[src/rtl/imem_boot_loader_pkg.sv]
// Shared types and constants for the instruction-memory boot loader.
// Holds the loader state encoding, the NOP fill word and the instruction
// field layout used when assembling program images.
package imem_boot_loader_pkg;

  // Loader state. ST_FILL is only reachable when ZERO_FILL_EN is defined.
  typedef enum logic [1:0] {
    ST_LOAD = 2'd0,
    ST_FILL = 2'd1,
    ST_HOLD = 2'd2,
    ST_RUN  = 2'd3
  } state_e;

  // Word written to unused addresses by the fill pass. It is cast down to the
  // instruction width where it is used.
  localparam logic [63:0] NOP_WORD = '0;

  // Instruction field layout: {opcode[6:0], DR[2:0], SA[2:0], SB[2:0]}.
  localparam int OPC_W = 7;
  localparam int REG_W = 3;

  localparam logic [OPC_W-1:0] OPC_MOVA = 7'h00;
  localparam logic [OPC_W-1:0] OPC_ADD  = 7'h02;
  localparam logic [OPC_W-1:0] OPC_SUB  = 7'h05;
  localparam logic [OPC_W-1:0] OPC_AND  = 7'h08;
  localparam logic [OPC_W-1:0] OPC_LD   = 7'h10;
  localparam logic [OPC_W-1:0] OPC_ST   = 7'h20;

  // Assemble one 16-bit instruction word from its fields.
  function automatic logic [15:0] mk_instr(input logic [OPC_W-1:0] opc,
                                           input logic [REG_W-1:0] dr,
                                           input logic [REG_W-1:0] sa,
                                           input logic [REG_W-1:0] sb);
    return {opc, dr, sa, sb};
  endfunction

endpackage

[src/rtl/boot_hold_counter.sv]
// Down-counter that times how long the processor stays in reset after the
// final memory write. Loading presets HOLD_CYC-1 so that, counting the cycle
// in which the counter is loaded, exactly HOLD_CYC cycles elapse before
// o_zero is seen with the counter having run down.
module boot_hold_counter #(
  parameter int HOLD_CYC = 2,
  localparam int CW = $clog2(HOLD_CYC + 1)
) (
  input  logic i_clk,
  input  logic i_rst,
  input  logic i_load,
  input  logic i_dec,
  output logic o_zero
);

  logic [CW-1:0] r_count;

  // Preset on load, otherwise count down and saturate at zero.
  always_ff @(posedge i_clk or posedge i_rst) begin
    if (i_rst) begin
      r_count <= '0;
    end else if (i_load) begin
      r_count <= CW'(HOLD_CYC - 1);
    end else if (i_dec && (r_count != '0)) begin
      r_count <= r_count - CW'(1);
    end
  end

  assign o_zero = (r_count == '0);

endmodule

[src/rtl/imem_boot_loader.sv]
// Streams a program image into instruction memory over a valid/ready channel
// while holding the processor in reset, then releases it after a short delay.
// A reload pulse while running restarts loading without a global reset.
// Optional macro ZERO_FILL_EN: after a short image, write NOP to every
// remaining address before releasing the processor.
module imem_boot_loader
  import imem_boot_loader_pkg::*;
#(
  parameter int WORD_W   = 16,
  parameter int DEPTH    = 8,
  parameter int HOLD_CYC = 2,
  localparam int AW      = $clog2(DEPTH)
) (
  input  logic              CLK,
  input  logic              RESET,
  input  logic              ld_valid,
  input  logic [WORD_W-1:0] ld_data,
  input  logic              ld_last,
  output logic              ld_ready,
  input  logic              reload,
  output logic              mem_we,
  output logic [AW-1:0]     mem_addr,
  output logic [WORD_W-1:0] mem_wdata,
  output logic              cpu_reset,
  output logic              done,
  output logic [AW:0]       words_loaded
);

  localparam logic [AW-1:0] LAST_ADDR = AW'(DEPTH - 1);

  state_e            r_state;
  logic              r_ready;
  logic              r_we;
  logic [AW-1:0]     r_addr;
  logic [WORD_W-1:0] r_wdata;
  logic [AW-1:0]     r_ptr;
  logic [AW:0]       r_words;

  state_e            w_state_next;
  logic              w_ready_next;
  logic              w_we_next;
  logic [AW-1:0]     w_addr_next;
  logic [WORD_W-1:0] w_wdata_next;
  logic [AW-1:0]     w_ptr_next;
  logic [AW:0]       w_words_next;
  logic              w_accept;
  logic              w_cnt_load;
  logic              w_cnt_dec;
  logic              w_cnt_zero;

  assign w_accept = ld_valid && r_ready && (r_state == ST_LOAD);

  boot_hold_counter #(
    .HOLD_CYC (HOLD_CYC)
  ) u_hold (
    .i_clk  (CLK),
    .i_rst  (RESET),
    .i_load (w_cnt_load),
    .i_dec  (w_cnt_dec),
    .o_zero (w_cnt_zero)
  );

  // Next-state and next-output decode for the load/fill/hold/run sequence.
  always_comb begin
    w_state_next = r_state;
    w_we_next    = 1'b0;
    w_addr_next  = r_addr;
    w_wdata_next = r_wdata;
    w_ptr_next   = r_ptr;
    w_words_next = r_words;
    w_cnt_load   = 1'b0;
    w_cnt_dec    = 1'b0;
    case (r_state)
      ST_LOAD: begin
        if (w_accept) begin
          w_we_next    = 1'b1;
          w_addr_next  = r_ptr;
          w_wdata_next = ld_data;
          w_ptr_next   = r_ptr + AW'(1);
          w_words_next = r_words + (AW+1)'(1);
          // A write to the top address ends the image regardless of ld_last,
          // so the pointer can never wrap onto already loaded words.
          if (r_ptr == LAST_ADDR) begin
            w_state_next = ST_HOLD;
            w_cnt_load   = 1'b1;
          end else if (ld_last) begin
`ifdef ZERO_FILL_EN
            w_state_next = ST_FILL;
`else
            w_state_next = ST_HOLD;
            w_cnt_load   = 1'b1;
`endif
          end
        end
      end
`ifdef ZERO_FILL_EN
      ST_FILL: begin
        // One NOP per cycle from the first unused address up to the top.
        w_we_next    = 1'b1;
        w_addr_next  = r_ptr;
        w_wdata_next = WORD_W'(NOP_WORD);
        w_ptr_next   = r_ptr + AW'(1);
        if (r_ptr == LAST_ADDR) begin
          w_state_next = ST_HOLD;
          w_cnt_load   = 1'b1;
        end
      end
`endif
      ST_HOLD: begin
        if (w_cnt_zero) begin
          w_state_next = ST_RUN;
        end else begin
          w_cnt_dec = 1'b1;
        end
      end
      ST_RUN: begin
        if (reload) begin
          w_state_next = ST_LOAD;
          w_ptr_next   = '0;
          w_addr_next  = '0;
          w_words_next = '0;
        end
      end
      default: begin
        w_state_next = ST_LOAD;
      end
    endcase
    // Ready is raised only once the loader has already spent a cycle in LOAD,
    // which gives the one-cycle gap after reset release and after reload.
    w_ready_next = (r_state == ST_LOAD) && (w_state_next == ST_LOAD);
  end

  // State and output registers.
  always_ff @(posedge CLK or posedge RESET) begin
    if (RESET) begin
      r_state <= ST_LOAD;
      r_ready <= 1'b0;
      r_we    <= 1'b0;
      r_addr  <= '0;
      r_wdata <= '0;
      r_ptr   <= '0;
      r_words <= '0;
    end else begin
      r_state <= w_state_next;
      r_ready <= w_ready_next;
      r_we    <= w_we_next;
      r_addr  <= w_addr_next;
      r_wdata <= w_wdata_next;
      r_ptr   <= w_ptr_next;
      r_words <= w_words_next;
    end
  end

  assign ld_ready     = r_ready;
  assign mem_we       = r_we;
  assign mem_addr     = r_addr;
  assign mem_wdata    = r_wdata;
  assign words_loaded = r_words;
  assign cpu_reset    = (r_state != ST_RUN);
  assign done         = (r_state == ST_RUN);

endmodule

[config.mk]
export PLATFORM = sky130hd
export DESIGN_NAME = imem_boot_loader
export DESIGN_NICKNAME = d
export VERILOG_FILES = /design/src/rtl/imem_boot_loader_pkg.sv /design/src/rtl/boot_hold_counter.sv /design/src/rtl/imem_boot_loader.sv
export SDC_FILE = /design/constraint.sdc
export NUM_CORES = 1
export LEC_CHECK = 0
export ABC_CLOCK_PERIOD_IN_PS = 1830
export CELL_PAD_IN_SITES_DETAIL_PLACEMENT = 0
export CELL_PAD_IN_SITES_GLOBAL_PLACEMENT = 1
export CORE_UTILIZATION = 30
export CTS_BUF_LIST = sky130_fd_sc_hd__clkbuf_4 sky130_fd_sc_hd__clkbuf_8
export DETAILED_ROUTE_END_ITERATION = 8
export PLACE_DENSITY_LB_ADDON = 0.3
export SETUP_SLACK_MARGIN = 0.05
export SLEW_MARGIN = 5
export SYNTH_ARGS = -nofsm -noshare
export SYNTH_HDL_FRONTEND = slang
export SYNTH_SLANG_ARGS = --single-unit
[constraint.sdc]
create_clock -name CLK -period 1.83 [get_ports CLK]
set_input_delay 0.366 -clock CLK [delete_from_list [all_inputs] [get_ports CLK]]
set_output_delay 0.366 -clock CLK [all_outputs]
set_load 0.05 [all_outputs]
**After elaboration in Yosys (flattened, before gate mapping)**

Index checks and enable logic that the tools add are counted.

- $add $sub $neg: 3
- $mul: 0
- Div/mod/pow operators: 0
- Order comparisons: 0
- Eq/ne operators: 6
- Shift-type cells: 0
- Multiplexer cells: 24
- Bitwise operators: 0
- Reduce and logical (&&, ||, !) cells: 12

Operator list:

| cell | number |
|---|---|
| 2-bit 2-to-1 mux | 7 |
| 3-bit case mux with 2 select lines | 2 |
| 3-bit 2-to-1 mux | 3 |
| 1-bit 2-to-1 mux | 8 |
| 4-bit 2-to-1 mux | 2 |
| 4-bit case mux with 2 select lines | 1 |
| 2-bit zero test | 3 |
| 2-bit inequality test, second input constant | 3 |
| 2-bit case mux with 3 select lines | 1 |
| 2-bit nonzero test | 3 |
| 4-bit by 1-bit adder with 4-bit output, second input constant | 1 |
| 2-bit == test, second input constant | 2 |
| 1-bit logical AND | 4 |
| 3-bit by 1-bit adder with 3-bit output, second input constant | 1 |
| 3-bit == test, second input constant | 1 |
| 3-bit AND reduction | 1 |
| 2-bit AND reduction | 1 |
| 2-bit by 1-bit subtractor with 2-bit output, second input constant | 1 |

- Register bits after elaboration: 32
- Bits in latches: 0
- Memory bits (writable): 0
- Memory bits (read-only): 0
- Bits of input ports: 21
- Output and inout port bits: 27
- Logic and storage cells: 53
- Memories kept: 0

**Longest topological paths before layout**

Gate-level depths: netlist (run 1).

- Word-level depth: 6
- Gate-level depth with buffers: 5
- Gate-level depth less buffers: 5

**Hierarchy**

From an unflattened synthesis (run 1), not the netlist that was laid out.

- Cells, all modules: 93
- Area total of the unflattened synthesis: 1332.5 um2

By module, submodules not included:

| module | instances | cells each | area each (um2) | seq. area each (um2) |
|---|---|---|---|---|
| imem_boot_loader | 1 | 81 | 1212.4 | 750.7 |
| boot_hold_counter | 1 | 12 | 120.1 | 50.0 |

**Worst setup path after synthesis (run 1)**

No wires, ideal clock.

- Path type: register -> output
- Start: reg r_state[0]
- End: out cpu_reset
- Arrival: 1.261 ns
- Data required time: 1.464 ns
- Path slack: 0.203 ns
- Cell stages (with the launch flop): 3
- Buffers on the path: 0
- Path through: dfrtp_1 > and2_1 > inv_1

- Cells in the longest elaborated chain, start to end: 1

Ends and longest elaborated chain:

| item | line | RTL |
|---|---|---|
| start, declared | imem_boot_loader.sv:31 | `state_e r_state;` |
| start signal, assigned | imem_boot_loader.sv:144 | `r_state <= w_state_next;` |
| 2-bit inequality test | imem_boot_loader.sv:159 | `assign cpu_reset = (r_state != ST_RUN);` |
| end, declared | imem_boot_loader.sv:24 | `output logic cpu_reset,` |

Every way passes these cells.

**Worst setup path in the final report (run 1)**

Ends and elaborated chain as after synthesis.

==> results.ini, run 1 <==
[run_status]
status = completed

[floorplanning]
io_pins = 48
rows = 23
initial_core_util = 0.3172
core_um2 = 4086
die_area_um2 = 4587
die_w_um = 67.73
die_h_um = 67.73

[sta]
fin_crit_sh = 0.8872
maxSlewHeadroom = 0.7247
finalSetupViolations = 0
drv_slew = 0
timing.setup.tns_ns = 0
skew_ns = 0.002970
min_period_ns = 1.624
layout_setup_ws_ns = 0.2064
hold_violations = 0
worstMarginPinSlew_ns = 0.4120
max_freq_mhz = 615.9
rsz0062_at_grt = no

[power]
power_density_nw_per_um2 = 2103
p_clk_frac = 0.142
p_leak_uw = 0.0008988
power_switching_share = 0.4540
combPwrFrac = 0.541
peakVddDrop_v = 0.0009686
intPower_uw = 2188
seqPwrFrac = 0.317
switching_power_uw = 1819

[clocking]
cts_made_buffers = 5
cts_setup_buffers = 0
clock_path_buffers = 2
h-tree-depth = 2
cts_resized = 0
clockRootBuffer = clkbuf_8
clock_sinks = 32
cts_tree = built
clock_latency_ns = 0.28
cts-hold-fix-buffers = 0
cts.clk_slew.worst_paths_ns = 0.06

[placed_design]
place_inst = 188
gp_congestion = 0.7380
place_hpwl_um = 1908
numPortBuffers = 47
post-place-ws_ns = 0.08740

[route]
first_pass_iters = 2
drt_iter0_drc = 27
vias = 906
routedWlPerCell_um = 13.00
avgViaCountPerCell = 4.622
ant_nets = 0
drt_wl_total_um = 2548
drc = 0

[worst_setup_path]
cp_max_fo = 7
reg2regPathDepth = 3
worstSetupPathType = reg2out
r2r_start = r_state[1]
rrSetupSlack_ns = 0.37
cp.arrival_ns = 1.26
crit_required_ns = 1.46
endpoint_kind = output pin
start_kind = register
r2r-end = mem_wdata[1]

[finish]
nFillCells = 387
mostFrequentLayoutCell = dfrtp_1
areaGrowthSynthToFinish_pct = 47.01
final_util = 0.4663
fin_nets = 170
layout_common_cells = 32 x dfrtp_1, 27 x buf_4, 20 x clkdlybuf4s50_1, 18 x mux2_2, 7 x nand2_1
drive_gt1_frac = 0.4041
fin_cells = 196
diodes = 0

[flow_run]
maxCapViolCount = 0

[logic_synthesis]
syn_nets = 115
synth_top_family_by_area = multiplexers
netlist_area_um2 = 1296
muxShareOfSynthArea = 0.1718
synth_fa_ha_area_frac = 0.03861
synth_compound_area_frac = 0.06274
synth_seq_cells = 32
ys.warnings.count = 0
synth.distinct_cells = 20
yosysSeqAreaShare = 0.6178
netlist_instances = 90
synth_simple_gate_area_frac = 0.06467
syn_area_per_cell_um2 = 14.40
synth-xor-area-share = 0.006757

[worst_hold_path]
min_path_type = in2async

[grt]
grt_usage = 0.1319
grt_max_degree = 23
antenna_found_initial = 0
gr-total-overflow = 0
grt_pass1_wl_um = 4250
grt_pass1_vias = 927

[metrics by stage]
step / cell area [µm²] / power [µW] / hold WS (ns)
floorplan: 1296 / 2778 / 0.4682
global placement: 1808 / 3420 / 0.4616
detailed placement: 1808 / 3467 / 0.4837
CTS: 1906 / 4059 / 0.4128
global route: 1906 / 4243 / 0.4416
finish: 1906 / 4007 / 0.3999
[layer usage]
| metal | global-route usage | share of wire | up-vias |
|---|---|---|---|
| met5 | 0 | 0 | - |
| li1 | - | - | 427 |
| met4 | 0.07979 | 0.020 | 0 |
| met3 | 0.04561 | 0.069 | 6 |
| met1 | 0.1516 | 0.43 | 441 |
| met2 | 0.2092 | 0.48 | 32 |
[cell families after synthesis]
kind of cell / count (synthesis)
fa+ha+maj: 4
flops: 32
simple gates: 16
mux: 20
compound gates: 10
xor+xnor: 1
buf+inv: 7
[cell usage after synthesis]
cell,instances,area share
dfrtp_1,32,0.62
mux2_2,18,0.16
nand2_1,7,0.020
a22o_1,6,0.041
ha_1,4,0.039
inv_1,4,0.012
buf_6,3,0.026
nor2_1,3,0.0087
mux2i_1,2,0.015
a211oi_1,1,0.0058
a21oi_2,1,0.0068
and2_1,1,0.0048
and4bb_4,1,0.013
nand3_1,1,0.0039
nand4_1,1,0.0048
nor3_1,1,0.0039
nor3b_1,1,0.0058
o21a_1,1,0.0058
o21ai_0,1,0.0039
xnor2_1,1,0.0068
[critical path: stages, from the launching register on]
cell and delay (ns):
dfrtp_1 0.45, and2_1 0.27, inv_1 0.10, buf_12 0.16
[state kept, by name, summed over array words and instances (netlist names)]
name,count
r_ptr,3
r_state,2
words_loaded,4
u_hold.r_count,2
mem_we,1
mem_wdata,16
ld_ready,1
mem_addr,3
[final cells by class]
cell class | instances | area (µm²) | share of cell area
Timing Repair Buffer | 51 | 483.0 | 0.2534
Inverter | 4 | 15.01 | 0.007879
Tap cell | 50 | 62.56 | 0.03283
Multi-Input combinational cell | 51 | 446.7 | 0.2344
Clock buffer | 8 | 97.59 | 0.05121
Sequential cell | 32 | 800.8 | 0.4202
[power groups by stage]
stage	combinational (µW)	clock [µW]	sequential, µW
2_1_floorplan	613	0	2170
3_3_place_gp	2150	0	1270
3_5_place_dp	2190	0	1280
4_1_cts	2190	594	1280
5_1_grt	2300	626	1320
6_report	2170	570	1270
[worst max path at each step]
stage,start,end,depth (start not counted),slack [ns]
after floorplan,r_state[0],cpu_reset,2,0.20
after global placement,ld_valid,mem_wdata[15],4,0.10
after detailed placement,ld_valid,mem_wdata[1],4,0.09
after CTS,r_state[0],cpu_reset,3,0.18
after global routing,r_state[0],cpu_reset,3,0.13
final,r_state[0],cpu_reset,3,0.21
Power figures use the tool's default switching activity.
==> run 2, diff against run 1 <==
--- a/config.mk
+++ b/config.mk
@@ -5,13 +5,13 @@
 export SDC_FILE = /design/constraint.sdc
 export NUM_CORES = 1
 export LEC_CHECK = 0
-export ABC_CLOCK_PERIOD_IN_PS = 1830
 export CELL_PAD_IN_SITES_DETAIL_PLACEMENT = 0
 export CELL_PAD_IN_SITES_GLOBAL_PLACEMENT = 1
 export CORE_UTILIZATION = 30
 export CTS_BUF_LIST = sky130_fd_sc_hd__clkbuf_4 sky130_fd_sc_hd__clkbuf_8
 export DETAILED_ROUTE_END_ITERATION = 8
-export PLACE_DENSITY_LB_ADDON = 0.3
+export MAX_ROUTING_LAYER = met4
+export PLACE_DENSITY = 0.82
 export SETUP_SLACK_MARGIN = 0.05
 export SLEW_MARGIN = 5
 export SYNTH_ARGS = -nofsm -noshare
==> results.ini, run 2 (synthesis results as in run 1) <==
[worst_setup_path]
start_kind = register
cp_max_fo = 7  ; unchanged
worstSetupPathType = reg2out
cp.arrival_ns = 1.25  ; about the same
reg2regPathDepth = 3  ; unchanged
crit_slowest_cell = dfrtp_1
cpPeakStageDelay_ns = 0.44  ; about the same
crit_required_ns = 1.46  ; about the same
cp_num_cells = 3  ; unchanged
critPathBufInv = 2  ; unchanged
crit_chain = and2_1 -> inv_1 -> buf_12
endpoint_kind = output pin
cpLargestDelayFamily = flip-flops

[clocking]
clockRootBuffer = clkbuf_8
cts_made_buffers = 5  ; unchanged
cts_tree = built
cts_resized = 0  ; unchanged
cts-hold-fix-buffers = 0  ; unchanged
cts.clk_slew.worst_paths_ns = 0.06  ; about the same
clock_path_buffers = 2  ; unchanged
clock_latency_ns = 0.28  ; about the same
clock_sinks = 32  ; unchanged
h-tree-depth = 2  ; unchanged
cts_setup_buffers = 0  ; unchanged

[route]
drt_iter0_drc = 14  ; -48%
routedWlPerCell_um = 12.50  ; -3.8%
vias = 867  ; -4.3%
ant_nets = 0  ; unchanged
first_pass_iters = 2  ; unchanged
avgViaCountPerCell = 4.492  ; -2.8%
drt_wl_total_um = 2413  ; -5.3%
drc = 0  ; unchanged

[finish]
layout_common_cells = 32 x dfrtp_1, 26 x buf_4, 20 x clkdlybuf4s50_1, 18 x mux2_2, 7 x nand2_1
diodes = 0  ; unchanged
drive_gt1_frac = 0.3916  ; -0.01250
largest_reg_flops = 16  ; unchanged
mostFrequentLayoutCell = dfrtp_1
fin_nets = 168  ; -1.2%
areaGrowthSynthToFinish_pct = 43.63

[grt]
grt_pass1_vias = 908  ; -2.0%
gr-total-overflow = 0  ; unchanged
grt_max_degree = 33  ; +43%
antenna_found_initial = 0  ; unchanged
grt_pass1_wl_um = 3974  ; -6.5%
grt_usage = 0.1244  ; -0.007413

[floorplanning]
rows = 23  ; unchanged
core_um2 = 4086  ; unchanged
initial_core_util = 0.3172  ; unchanged
die_area_um2 = 4587  ; unchanged
die_h_um = 67.73  ; unchanged
io_pins = 48  ; unchanged
die_w_um = 67.73  ; unchanged

[sta]
hold_violations = 0  ; unchanged
fin_crit_sh = 0.8821  ; -0.005146
maxSlewHeadroom = 0.7268  ; +0.002103
worstMarginPinSlew_ns = 0.4089  ; -0.003148 ns
finalSetupViolations = 0  ; unchanged
drv_slew = 0  ; unchanged
skew_ns = 0.003761  ; +0.0007908 ns
max_freq_mhz = 619.5  ; +0.58%
min_period_ns = 1.614  ; -0.009417 ns
timing.setup.tns_ns = 0  ; unchanged
rsz0062_at_grt = no

[placed_design]
place_hpwl_um = 1754  ; -8.1%
gp_congestion = 0.7007  ; -5.1%
numPortBuffers = 47  ; unchanged

[run_status]
status = completed

[flow_run]
maxCapViolCount = 0  ; unchanged

[worst_hold_path]
min_path_type = in2async

## run 2: cell count changes in the layout (fill, tap and decap cells not counted)
cell	previous run	this run
buf_12	4	3
buf_4	27	26
clkbuf_4	2	1
clkbuf_8	6	5
clkinv_2	0	1
## run 2: stage by stage
stage                       util  std cells  worst slack [ns]  instance area (µm²)  hold WS (ns)
after floorplan                -         90            0.2030                 1296        0.4682
after global placement    0.4357        186           0.07607                 1780        0.4646
after detailed placement  0.4357        186           0.05593                 1780        0.4837
after CTS                 0.4556        193            0.2044                 1862        0.4912
after global routing      0.4556        193            0.1390                 1862        0.5002
final                     0.4556        193            0.2158                 1862        0.4845
## run 2: worst paths after layout
path	start	endpoint	slack (ns)
setup / recovery	r_state[0]	cpu_reset	0.22
hold / removal	RESET	mem_wdata[6]	0.48
setup reg to reg	r_state[1]	mem_wdata[14]	0.36
hold reg to reg	words_loaded[3]	words_loaded[3]	0.49
max in group asynchronous	RESET	mem_wdata[10]	1.06
min in group CLK	words_loaded[3]	words_loaded[3]	0.49
## run 2: metal layers
metal | wire length [µm] | GRT usage | vias to the layer above | share of wire
li1 | - | - | 419 | -
met5 | 0 | - | - | 0
met1 | 1025 | 0.1426 | 408 | 0.42
met4 | 32 | 0.04787 | 0 | 0.013
met2 | 1166 | 0.1906 | 37 | 0.48
met3 | 188 | 0.05405 | 3 | 0.078
## run 2: tightest hold or removal path, stage by stage
cell	delay [ns]
clkdlybuf4s50_1	0.40
inv_1	0.06
buf_4	0.35
## run 2: final cells by class
| cell class | count | area [µm²] |
|---|---|---|
| inverter | 4 | 15.01 |
| clock inverter | 1 | 5.005 |
| fill | 375 | 2225 |
| tap | 50 | 62.56 |
| sequential | 32 | 800.8 |
| multi-input combinational | 51 | 446.7 |
| clock buffer | 6 | 76.32 |
| timing repair buffer | 49 | 455.4 |
Power of run 2 is not shown: default switching activity piles up to over one toggle a cycle in this logic, so the estimate is an artifact.
==> run 3, diff against run 2 <==
--- a/config.mk
+++ b/config.mk
@@ -16,4 +16,5 @@
 export SLEW_MARGIN = 5
 export SYNTH_ARGS = -nofsm -noshare
 export SYNTH_HDL_FRONTEND = slang
+export SYNTH_HIERARCHICAL = 1
 export SYNTH_SLANG_ARGS = --single-unit
==> results.ini, run 3 <==
[clocking]
clock_latency_ns = 0.28  ; about the same
h-tree-depth = 2  ; unchanged
cts_tree = built
clock_path_buffers = 2  ; unchanged
cts.clk_slew.worst_paths_ns = 0.07  ; about the same
clock_sinks = 32  ; unchanged
cts_made_buffers = 5  ; unchanged
cts-hold-fix-buffers = 0  ; unchanged
clockRootBuffer = clkbuf_8

[logic_synthesis]
netlist_area_um2 = 1333  ; +2.8%
synth_seq_cells = 32  ; unchanged
synth_top_cell_by_area = dfrtp_1
synthTopCellsByCount = 32 x dfrtp_1, 18 x mux2_2, 6 x a22o_1, 6 x inv_1, 5 x nand2_1
synthArstFlopShare = 1.000  ; unchanged
synth.distinct_cells = 24  ; +20%
syn_nets = 118  ; +2.6%
netlist_instances = 93  ; +3.3%
synth_top_area_share = 0.6009  ; -0.01682
yosysSeqAreaShare = 0.6009  ; -0.01682
yosysMostFrequentCell = dfrtp_1
synth_edf_count = 0  ; unchanged
ys.flop_type = dfrtp_1
ys.warnings.count = 6  ; +6
syn_area_per_cell_um2 = 14.33  ; -0.52%
synthTopCellsByArea = dfrtp_1 60%, mux2_2 15%, a22o_1 3.9%, ha_1 3.8%, mux2i_1 3.0%

[placed_design]
post-place-ws_ns = -0.01528  ; -0.07120 ns
place_hpwl_um = 2164  ; +23%
numPortBuffers = 47  ; unchanged
gp_congestion = 0.8482  ; +21%
dpl_cell_area_um2 = 1848  ; +3.8%

[sta]
worstMarginPinSlew_ns = 0.4891  ; +0.08017 ns
finalSetupViolations = 0  ; unchanged
drv_slew = 0  ; unchanged
min_period_ns = 1.706  ; +0.09133 ns
max_freq_mhz = 586.3  ; -5.4%
maxSlewHeadroom = 0.6753  ; -0.05156
layout_setup_ws_ns = 0.1245  ; -0.09133 ns
skew_ns = 0.004019  ; +0.0002579 ns
rsz0062_at_grt = no
hold_violations = 0  ; unchanged
fin_crit_sh = 0.9320  ; +0.04991

[worst_setup_path]
start_kind = register
cp_max_fo = 3  ; -4
worstSetupPathType = reg2reg
r2r-end = u_hold/r_count[1]
endpoint_kind = register
reg2regPathDepth = 5  ; +2
crit_required_ns = 2.01  ; +0.55 ns
cp.arrival_ns = 1.89  ; +0.64 ns
cp-startpoint = r_ptr[1]
r2r_start = r_ptr[1]
rrSetupSlack_ns = 0.12  ; -0.24 ns

[floorplanning]
io_pins = 48  ; unchanged
core_um2 = 4144  ; +1.4%
rows = 23  ; unchanged
die_w_um = 68.65  ; +1.4%
die_area_um2 = 4712  ; +2.7%
die_h_um = 68.65  ; +1.4%
initial_core_util = 0.3216  ; +0.004350

[finish]
areaGrowthSynthToFinish_pct = 46.29
stdcell_area_um2 = 1949  ; +4.7%
largest_reg_flops = 16  ; unchanged
fin_nets = 175  ; +4.2%
diodes = 0  ; unchanged
mostFrequentLayoutCell = dfrtp_1
drive_gt1_frac = 0.4172  ; +0.02561
layout_common_cells = 31 x dfrtp_1, 29 x buf_4, 20 x clkdlybuf4s50_1, 18 x mux2_2
nFillCells = 398  ; +6.1%

[route]
drt_iter0_drc = 26  ; +12
ant_nets = 0  ; unchanged
avgViaCountPerCell = 4.627  ; +3.0%
first_pass_iters = 4  ; +2
drt_wl_total_um = 2891  ; +20%
routedWlPerCell_um = 14.38  ; +15%
drc = 0  ; unchanged
vias = 930  ; +7.3%

[power]
p_leak_uw = 0.0009262
intPower_uw = 2226
seqPwrFrac = 0.307
switching_power_uw = 1921
combPwrFrac = 0.561
power_switching_share = 0.4633
power_density_nw_per_um2 = 2127
p_clk_frac = 0.132
peakVddDrop_v = 0.0008074

[grt]
grt_pass1_wl_um = 4554  ; +15%
antenna_found_initial = 0  ; unchanged
gr-total-overflow = 0  ; unchanged
grt_usage = 0.1446  ; +0.02016
grt_pass1_vias = 986  ; +8.6%
grt_max_degree = 20  ; -39%

[run_status]
status = completed

[flow_run]
maxCapViolCount = 0  ; unchanged

[worst_hold_path]
min_path_type = in2async

-- run 3: final cells by class --
type,instances,area [µm²],area share
repair buffers,54,484.2,0.2484
multi-input cells,51,481.7,0.2471
well taps,50,62.56,0.03209
clock buffers,6,82.58,0.04236
clock inverters,2,10.01,0.005135
inverters,6,26.28,0.01348
flip-flops and latches,32,802.0,0.4114
-- run 3: logic make-up after synthesis --
group,share of synthesized area
AOI/OAI and AO/OA,0.06855
and+or+nand+nor,0.06761
muxes,0.1822
buffers and inverters,0.04319
DFF,0.6009
adders and majority gates,0.03756
-- run 3: metal layers --
layer / GRT usage / vias up / part of all wire
met5: - / - / 0
met4: 0.08594 / 0 / 0.023
met3: 0.03783 / 8 / 0.064
met2: 0.2549 / 34 / 0.52
met1: 0.1420 / 449 / 0.39
li1: - / 439 / -
-- run 3: worst max-delay path by stage --
stage,slack [ns],to
global placement,0.05,u_hold/r_count[1]
global route,0.06,u_hold/r_count[1]
floorplan,0.13,u_hold/r_count[1]
finish,0.12,u_hold/r_count[1]
detailed placement,-0.02,u_hold/r_count[1]
CTS,0.11,u_hold/r_count[1]
-- run 3: through the flow --
step	hold slack, ns	cells	total power, µW	setup TNS [ns]	utilization
2_1_floorplan	0.1072	93	2894	0	-
6_report	0.3030	201	4147	0	0.4704
5_1_grt	0.3106	201	4395	0	0.4704
3_3_place_gp	0.4679	192	3544	0	0.4460
3_5_place_dp	0.4911	192	3643	-0.01528	0.4460
4_1_cts	0.2957	200	4190	0	0.4674
-- run 3: critical path, cell delays in order, from the launching register on --
cell,delay (ns)
dfrtp_1,0.40
ha_1,0.19
ha_1,0.19
o21a_1,0.20
or4b_1,0.55
o31ai_2,0.08
-- run 3: what timing repair did --
| action | CTS | global route |
|---|---|---|
| buffers inserted | 0 | 1 |
| setup endpoints to repair | 3 | 1 |
| gates resized for setup | 3 | 1 |
-- run 3: power by group through the flow --
stage / Sequential [µW] / Clock (µW) / Combinational [µW]
final: 1270 / 548 / 2320
after global routing: 1330 / 606 / 2460
after CTS: 1290 / 579 / 2330
after detailed placement: 1290 / 0 / 2350
after global placement: 1260 / 0 / 2280
after floorplan: 2170 / 0 / 726
